File: config.mk
export PLATFORM = sky130hd
export DESIGN_NAME = onehot_select_seq
export DESIGN_NICKNAME = d
export VERILOG_FILES = /design/src/rtl/onehot_select_seq.sv
export SDC_FILE = /design/constraint.sdc
export NUM_CORES = 1
export LEC_CHECK = 0
export ABC_AREA = 1
export BUFFER_PORTS_ARGS = -buffer_cell sky130_fd_sc_hd__buf_4
export CAP_MARGIN = 20
export CELL_PAD_IN_SITES_DETAIL_PLACEMENT = 2
export CELL_PAD_IN_SITES_GLOBAL_PLACEMENT = 2
export CORE_MARGIN = 3
export CORE_UTILIZATION = 31
export DETAILED_ROUTE_END_ITERATION = 10
export GPL_TIMING_DRIVEN = 1
export PLACE_DENSITY_LB_ADDON = 0.1
export SLEW_MARGIN = 5
export SYNTH_ARGS = -nofsm -noshare
export SYNTH_HDL_FRONTEND = slang
export SYNTH_SLANG_ARGS = --single-unit
export TNS_END_PERCENT = 50
File: constraint.sdc
create_clock -name clk -period 1.7 [get_ports clk]
set_input_delay 0.34 -clock clk [delete_from_list [all_inputs] [get_ports clk]]
set_output_delay 0.34 -clock clk [all_outputs]
set_load 0.05 [all_outputs]
File: src/rtl/onehot_select_seq.sv
// Registered one-hot channel decoder with valid/ready load handshake,
// out-of-range flagging and an auto-scan sequencer with programmable dwell.
module onehot_select_seq #(
  parameter int unsigned IN_W    = 4,
  parameter int unsigned OUT_W   = 16,
  parameter int unsigned DWELL_W = 8
) (
  input  logic               clk,
  input  logic               rst_n,
  input  logic               clear,
  input  logic               in_valid,
  output logic               in_ready,
  input  logic [IN_W-1:0]    in_idx,
  input  logic               mode,
  input  logic [DWELL_W-1:0] dwell,
  output logic [OUT_W-1:0]   out,
  output logic               out_valid,
  output logic               err_oor,
  output logic [IN_W-1:0]    cur_idx,
  output logic               scan_wrap
);

  typedef enum logic [1:0] {
    IDLE = 2'd0,
    HOLD = 2'd1,
    SCAN = 2'd2
  } state_t;

  localparam logic [IN_W-1:0] LAST_IDX = IN_W'(OUT_W - 1);

  state_t             state, state_nxt;
  logic [OUT_W-1:0]   out_nxt;
  logic               out_valid_nxt;
  logic               err_oor_nxt;
  logic [IN_W-1:0]    cur_idx_nxt;
  logic               scan_wrap_nxt;
  logic [DWELL_W-1:0] cnt, cnt_nxt;
  logic               in_range;
  logic [IN_W-1:0]    scan_next_idx;

  function automatic logic [OUT_W-1:0] decode(input logic [IN_W-1:0] idx);
    logic [OUT_W-1:0] v;
    v = '0;
    for (int unsigned i = 0; i < OUT_W; i++) begin
      if (IN_W'(i) == idx) v[i] = 1'b1;
    end
    return v;
  endfunction

  assign in_ready      = !mode && (state != SCAN);
  assign in_range      = 32'(in_idx) < OUT_W;
  assign scan_next_idx = (cur_idx == LAST_IDX) ? '0 : cur_idx + IN_W'(1);

  // State and output registers
  always_ff @(posedge clk or negedge rst_n) begin
    if (!rst_n) begin
      state     <= IDLE;
      out       <= '0;
      out_valid <= 1'b0;
      err_oor   <= 1'b0;
      cur_idx   <= '0;
      scan_wrap <= 1'b0;
      cnt       <= '0;
    end else begin
      state     <= state_nxt;
      out       <= out_nxt;
      out_valid <= out_valid_nxt;
      err_oor   <= err_oor_nxt;
      cur_idx   <= cur_idx_nxt;
      scan_wrap <= scan_wrap_nxt;
      cnt       <= cnt_nxt;
    end
  end

  // Next-state: clear, then scan entry/exit/advance, then load
  always_comb begin
    state_nxt     = state;
    out_nxt       = out;
    out_valid_nxt = out_valid;
    err_oor_nxt   = err_oor;
    cur_idx_nxt   = cur_idx;
    scan_wrap_nxt = 1'b0;
    cnt_nxt       = cnt;

    if (clear) begin
      state_nxt     = IDLE;
      out_nxt       = '0;
      out_valid_nxt = 1'b0;
      err_oor_nxt   = 1'b0;
      cur_idx_nxt   = '0;
      cnt_nxt       = '0;
    end else if (state != SCAN && mode) begin
      state_nxt     = SCAN;
      cur_idx_nxt   = '0;
      out_nxt       = decode('0);
      out_valid_nxt = 1'b1;
      err_oor_nxt   = 1'b0;
      cnt_nxt       = dwell;
    end else if (state == SCAN && !mode) begin
      state_nxt = HOLD;
      cnt_nxt   = '0;
    end else if (state == SCAN) begin
      if (cnt != '0) begin
        cnt_nxt = cnt - DWELL_W'(1);
      end else begin
        cur_idx_nxt   = scan_next_idx;
        out_nxt       = decode(scan_next_idx);
        out_valid_nxt = 1'b1;
        scan_wrap_nxt = (cur_idx == LAST_IDX);
        cnt_nxt       = dwell;
      end
    end else if (in_valid && in_ready) begin
      if (in_range) begin
        state_nxt     = HOLD;
        out_nxt       = decode(in_idx);
        out_valid_nxt = 1'b1;
        err_oor_nxt   = 1'b0;
        cur_idx_nxt   = in_idx;
      end else begin
        state_nxt     = IDLE;
        out_nxt       = '0;
        out_valid_nxt = 1'b0;
        err_oor_nxt   = 1'b1;
      end
    end
  end

endmodule
# After elaboration in Yosys (flattened, before gate mapping)

Cells that the tools add are included.
W data, S select, Z words.

$add $sub $neg: 2
Eq/ne operators: 37
Mux-type cells: 71
Reduce and logical (&&, ||, !) cells: 15

Operators by type and width:

| cell                  | count |
|---|---|
| $mux W16              | 6 |
| $eq A4 B4 Y1 const A  | 16 |
| $mux W1               | 48 |
| $mux W8               | 5 |
| $eq A3 B4 Y1 const A  | 8 |
| $mux W4               | 7 |
| $eq A2 B4 Y1 const A  | 4 |
| $reduce_bool A4 Y1    | 3 |
| $mux W2               | 5 |
| $eq A1 B4 Y1 const A  | 2 |
| $logic_not A4 Y1      | 2 |
| $reduce_bool A8 Y1    | 1 |
| $sub A8 B1 Y8 const B | 1 |
| $ne A3 B3 Y1 const B  | 2 |
| $reduce_and A3 Y1     | 2 |
| $add A4 B1 Y4 const B | 1 |
| $eq A4 B4 Y1 const B  | 1 |
| $logic_and A1 B1 Y1   | 4 |
| $ne A4 B3 Y1 const B  | 1 |
| $ne A4 B4 Y1 const B  | 1 |
| $reduce_bool A3 Y1    | 1 |
| $eq A2 B2 Y1 const B  | 1 |
| $ne A2 B2 Y1 const B  | 1 |
| $reduce_and A2 Y1     | 1 |
| $logic_not A1 Y1      | 1 |

Register bits: 33
Bits of input ports: 17
Output and inout port bits: 24
Logic and storage cells: 132

# Logic depth before layout (Yosys ltp)

Depth in word-level cells: 9
Gate-level depth with buffers: 11
Gate-level depth less buffers: 10

# Least setup slack after synthesis

OpenSTA, ideal clock, no wires.

Kind: reg2reg
From: register state[1]
To: register cur_idx[3]
Setup time: 0.076 ns
Arrival: 1.681 ns
Data required time: 1.624 ns
Setup slack: -0.058 ns
Cell stages (with the launch flop): 9
Buffers on the path: 1
Clock period less this slack: 1.758 ns
Cell sequence: dfrtp_1 -> inv_1 -> nor2_2 -> nor2_2 -> nand3_2 -> nand2_8 -> buf_6 -> nand2_1 -> o21ai_1

Longest elaborated chain between the ends: 5
Elaborated cells between the ends (all ways): 14
Classes of those cells: eq/ne: 4; mux: 4; reduce/logical: 6

Ends and longest elaborated chain:

| what                                | line | RTL |
|---|---|---|
| start, declared                     | 31   | `state_t state, state_nxt;` |
| start signal, assigned              | 65   | `state <= state_nxt;` |
| $ne A2 B2 Y1                        | 50   | `assign in_ready = !mode && (state != SCAN);` |
| $logic_and A1 B1 Y1                 | 50   |  |
| named net in_ready                  | 12   | `output logic in_ready,` |
| $logic_and A1 B1 Y1                 | 112  | `end else if (in_valid && in_ready) begin` |
| $reduce_bool A4 Y1 (no source line) | --   |  |
| $reduce_and A3 Y1 (no source line)  | --   |  |
| end signal, assigned                | 69   | `cur_idx <= cur_idx_nxt;` |
| end, declared                       | 19   | `output logic [IN_W-1:0] cur_idx,` |

The timed path passes the listed nets, and every way through them passes these cells. The select of a mux whose other input is x is not followed.
A chain may end at the register's enable or synchronous reset.

# Final worst setup path

From: register cnt[0]
To: register scan_wrap

Longest elaborated chain between the ends: 6

Ends and longest elaborated chain:

| what                    | line | RTL |
|---|---|---|
| start, declared         | 37   | `logic [DWELL_W-1:0] cnt, cnt_nxt;` |
| start signal, assigned  | 71   | `cnt <= cnt_nxt;` |
| $reduce_bool A8 Y1      | 103  | `if (cnt != '0) begin` |
| $mux W1                 | 103  |  |
| $mux W1                 | 102  | `end else if (state == SCAN) begin` |
| $mux W1                 | 99   | `end else if (state == SCAN && !mode) begin` |
| $mux W1                 | 92   | `end else if (state != SCAN && mode) begin` |
| $mux W1                 | 85   | `if (clear) begin` |
| named net scan_wrap_nxt | 36   | `logic scan_wrap_nxt;` |
| end signal, assigned    | 70   | `scan_wrap <= scan_wrap_nxt;` |
| end, declared           | 20   | `output logic scan_wrap` |

The timed path passes the listed nets, and every way through them passes these cells.

==> impl_metrics.json <==
{
  "ys_ff_latch": 32,
  "worstSetupPathType": "flop to flop",
  "multi_input_area_um2": 1112,
  "final_layout_size_suffix_gt1_frac": 0.3727,
  "postLayoutCellArea_um2": 2708,
  "rows": 28,
  "setup_viol": 1,
  "rsz0062_at_grt": "true",
  "core_um2": 6096,
  "cts_buffer_depth": 2,
  "drv_cap": 0,
  "die_x_um": 86.51,
  "grt_pass1_wl_um": 11000,
  "drt_iter0_markers": 46,
  "slew_violations": 0,
  "status": "finished with violations",
  "peakVddDrop_uv": 485.5,
  "start_util": 0.3296,
  "p_leak_nw": 1.396,
  "wl_met2_um": 3678,
  "max_slew_margin": 0.6483,
  "startpoint_type": "flop",
  "seq_area_frac_synth": 0.3985,
  "synthCells": 260,
  "path_max_fanout": 3,
  "cp-end-kind": "flop",
  "swShare": 0.3928,
  "seqPwrFrac": 0.341,
  "antenna_found_initial": 0,
  "hpwlAfterDp_um": 4940,
  "root_buffer": "clkbuf_8",
  "overflow": 0,
  "place_ws_ns": -0.01314,
  "fin_crit_sh": 1.030,
  "dr.pass1.iters": 4,
  "layout.area.seq_um2": 803.3,
  "max_stage_delay_ns": 0.40,
  "clkTransAtPathRegs_ns": 0.08,
  "worst_slew_pin_slew_ns": 0.5227,
  "crit_family": "simple AND/OR/NAND/NOR gates",
  "max_freq_mhz": 571.2,
  "min_path_type": "primary input to flop",
  "pwr-share-clk": 0.284,
  "period_needed_ns": 1.751,
  "wire_per_inst_um": 18.15,
  "finalPower_mw": 2.661,
  "finalHoldViolCount": 0,
  "power.density_nw_per_um2": 982.7,
  "ant_nets": 0,
  "critPathRequiredTime_ns": 1.83,
  "ys.warnings.count": 0,
  "drt-met1-wl_um": 3170,
  "met3_wirelength_um": 274,
  "crit_slowest_cell": "dfrtp_1",
  "n_antenna_cell": 0,
  "ys_types": 31,
  "fill_cells": 730,
  "setup-tns-final_ns": -0.05070,
  "cpMostUsedCell": "inv_1",
  "p_comb_frac": 0.375,
  "vias": 2015,
  "portBuffers": 39,
  "avgSynthCellArea_um2": 7.729,
  "die_h_um": 86.51,
  "layout_commonest_cell": "nand2_1",
  "p_sw_mw": 1.045,
  "crit_arrival_ns": 1.88,
  "grt_usage": 0.1901,
  "clock_skew_ns": 0.007537,
  "drc": 0,
  "cts_inserted_buffers": 5,
  "cp_cell_sequence": "inv_1 > ha_2 > inv_1 > nor2_2 > nand3_2 > buf_4 > nor4_1",
  "ctsHtreeMaxLevel": 2,
  "synth_nets": 280,
  "p_int_mw": 1.615,
  "wl_um": 7204,
  "place_congestion": 0.7522,
  "failed_checks": "setup timing",
  "holdWs_ns": 0.2967,
  "grt_max_degree": 33,
  "grt_pass1_vias": 2151,
  "cts_tree": "yes",
  "postPlaceCellArea_um2": 2434,
  "fin_ws_ns": -0.05070,
  "layout.nets": 341,
  "top_layer": "met4",
  "layout_common_cells": "nand2_1 (73), buf_4 (56), nand3_1 (30), dfrtp_1 (30), inv_1 (24)",
  "cts_sinks": 32,
  "cp_num_buf_inv": 3,
  "ios": 41,
  "area_growth_pct": 34.74,
  "dieArea_um2": 7484,
  "insertion_delay_ns": 0.30,
  "syn-cell-area_um2": 2009,
  "avgViaCountPerCell": 5.076
}
[path summary, 6_finish.rpt]
path,cells after the start,from,to,slack (ns)
min in group asynchronous,2,rst_n,cnt[7]$_DFFE_PN0P_,0.51
worst min-delay path,2,clear,out_valid$_DFFE_PN0P_,0.30
worst max-delay path,7,cnt[0]$_DFFE_PN0P_,scan_wrap$_DFF_PN0_,-0.05
worst min register to register,2,out[15]$_DFFE_PN0P_,out[15]$_DFFE_PN0P_,0.49
worst max register to register,7,cnt[0]$_DFFE_PN0P_,scan_wrap$_DFF_PN0_,-0.05
max in group asynchronous,2,rst_n,cur_idx[0]$_DFFE_PN0P_,0.83
[per-layer routing]
metal	up-vias	track usage
met3	9	0.03327
li1	950	-
met4	0	0.05241
met1	1016	0.2546
met2	40	0.3157
met5	-	0
[cell type report]
| class | count | share of cell area |
|---|---|---|
| multi-input cells | 192 | 0.4108 |
| flip-flops and latches | 32 | 0.2967 |
| repair buffers | 59 | 0.1738 |
| inverters | 31 | 0.04298 |
| well taps | 75 | 0.03466 |
| clock buffers | 5 | 0.02542 |
| clock inverters | 3 | 0.01571 |
[through the flow]
stage                     instances  utilization
after CTS                       389       0.4239
after global routing            397       0.4442
after global placement          378       0.3992
after floorplan                 260            -
after detailed placement        378       0.3992
final                           397       0.4442
[kinds of logic (layout without fill, tap and decap cells)]
logic type               after synthesis  count (layout)  synth area share
AND/OR/NAND/NOR                      155             156            0.3848
buffers and inverters                 37              98           0.08655
flip-flops                            32              32            0.3985
AO/OA/AOI/OAI                         31              31            0.1052
adder cells (fa/ha/maj)                3               3           0.01868
other                                  1               1          0.001866
XOR/XNOR                               1               1          0.004359
[sequential cells by signal, indices dropped and copies added, names as in the netlist]
signal and flops:
out 16, state 2, cnt 8, scan_wrap 1
cur_idx 4, out_valid 1
[what timing repair did]
action,in CTS,in global routing
hold buffers,1,0
gates cloned,1,0
hold endpoints to repair,13,0
gates resized for setup,2,14
endpoints found under the setup margin,11,29
pin swaps,2,6
buffers inserted,1,8
[power by group through the flow]
stage               Sequential [mW]  Combinational [mW]  Clock, mW
floorplan                     0.997               0.516          0
finish                        0.908               0.997      0.756
global placement              0.916               0.864          0
detailed placement            0.921               0.895          0
global route                  0.919                1.10      0.813
CTS                           0.907               0.917      0.769
[cells in the mapped netlist, drive strengths merged]
library cell,n,share of area
a21oi,12,0.030
nand2,83,0.18
inv,31,0.058
xnor2,1,0.0044
nor4,1,0.0031
o22ai,1,0.0031
nand3,37,0.11
buf,6,0.029
a22oi,5,0.024
a21boi,1,0.0056
nor2,33,0.095
nand4,1,0.0031
ha,3,0.019
conb,1,0.0019
o21ai,12,0.043
dfrtp,32,0.40
Power figures use the tool's default switching activity.
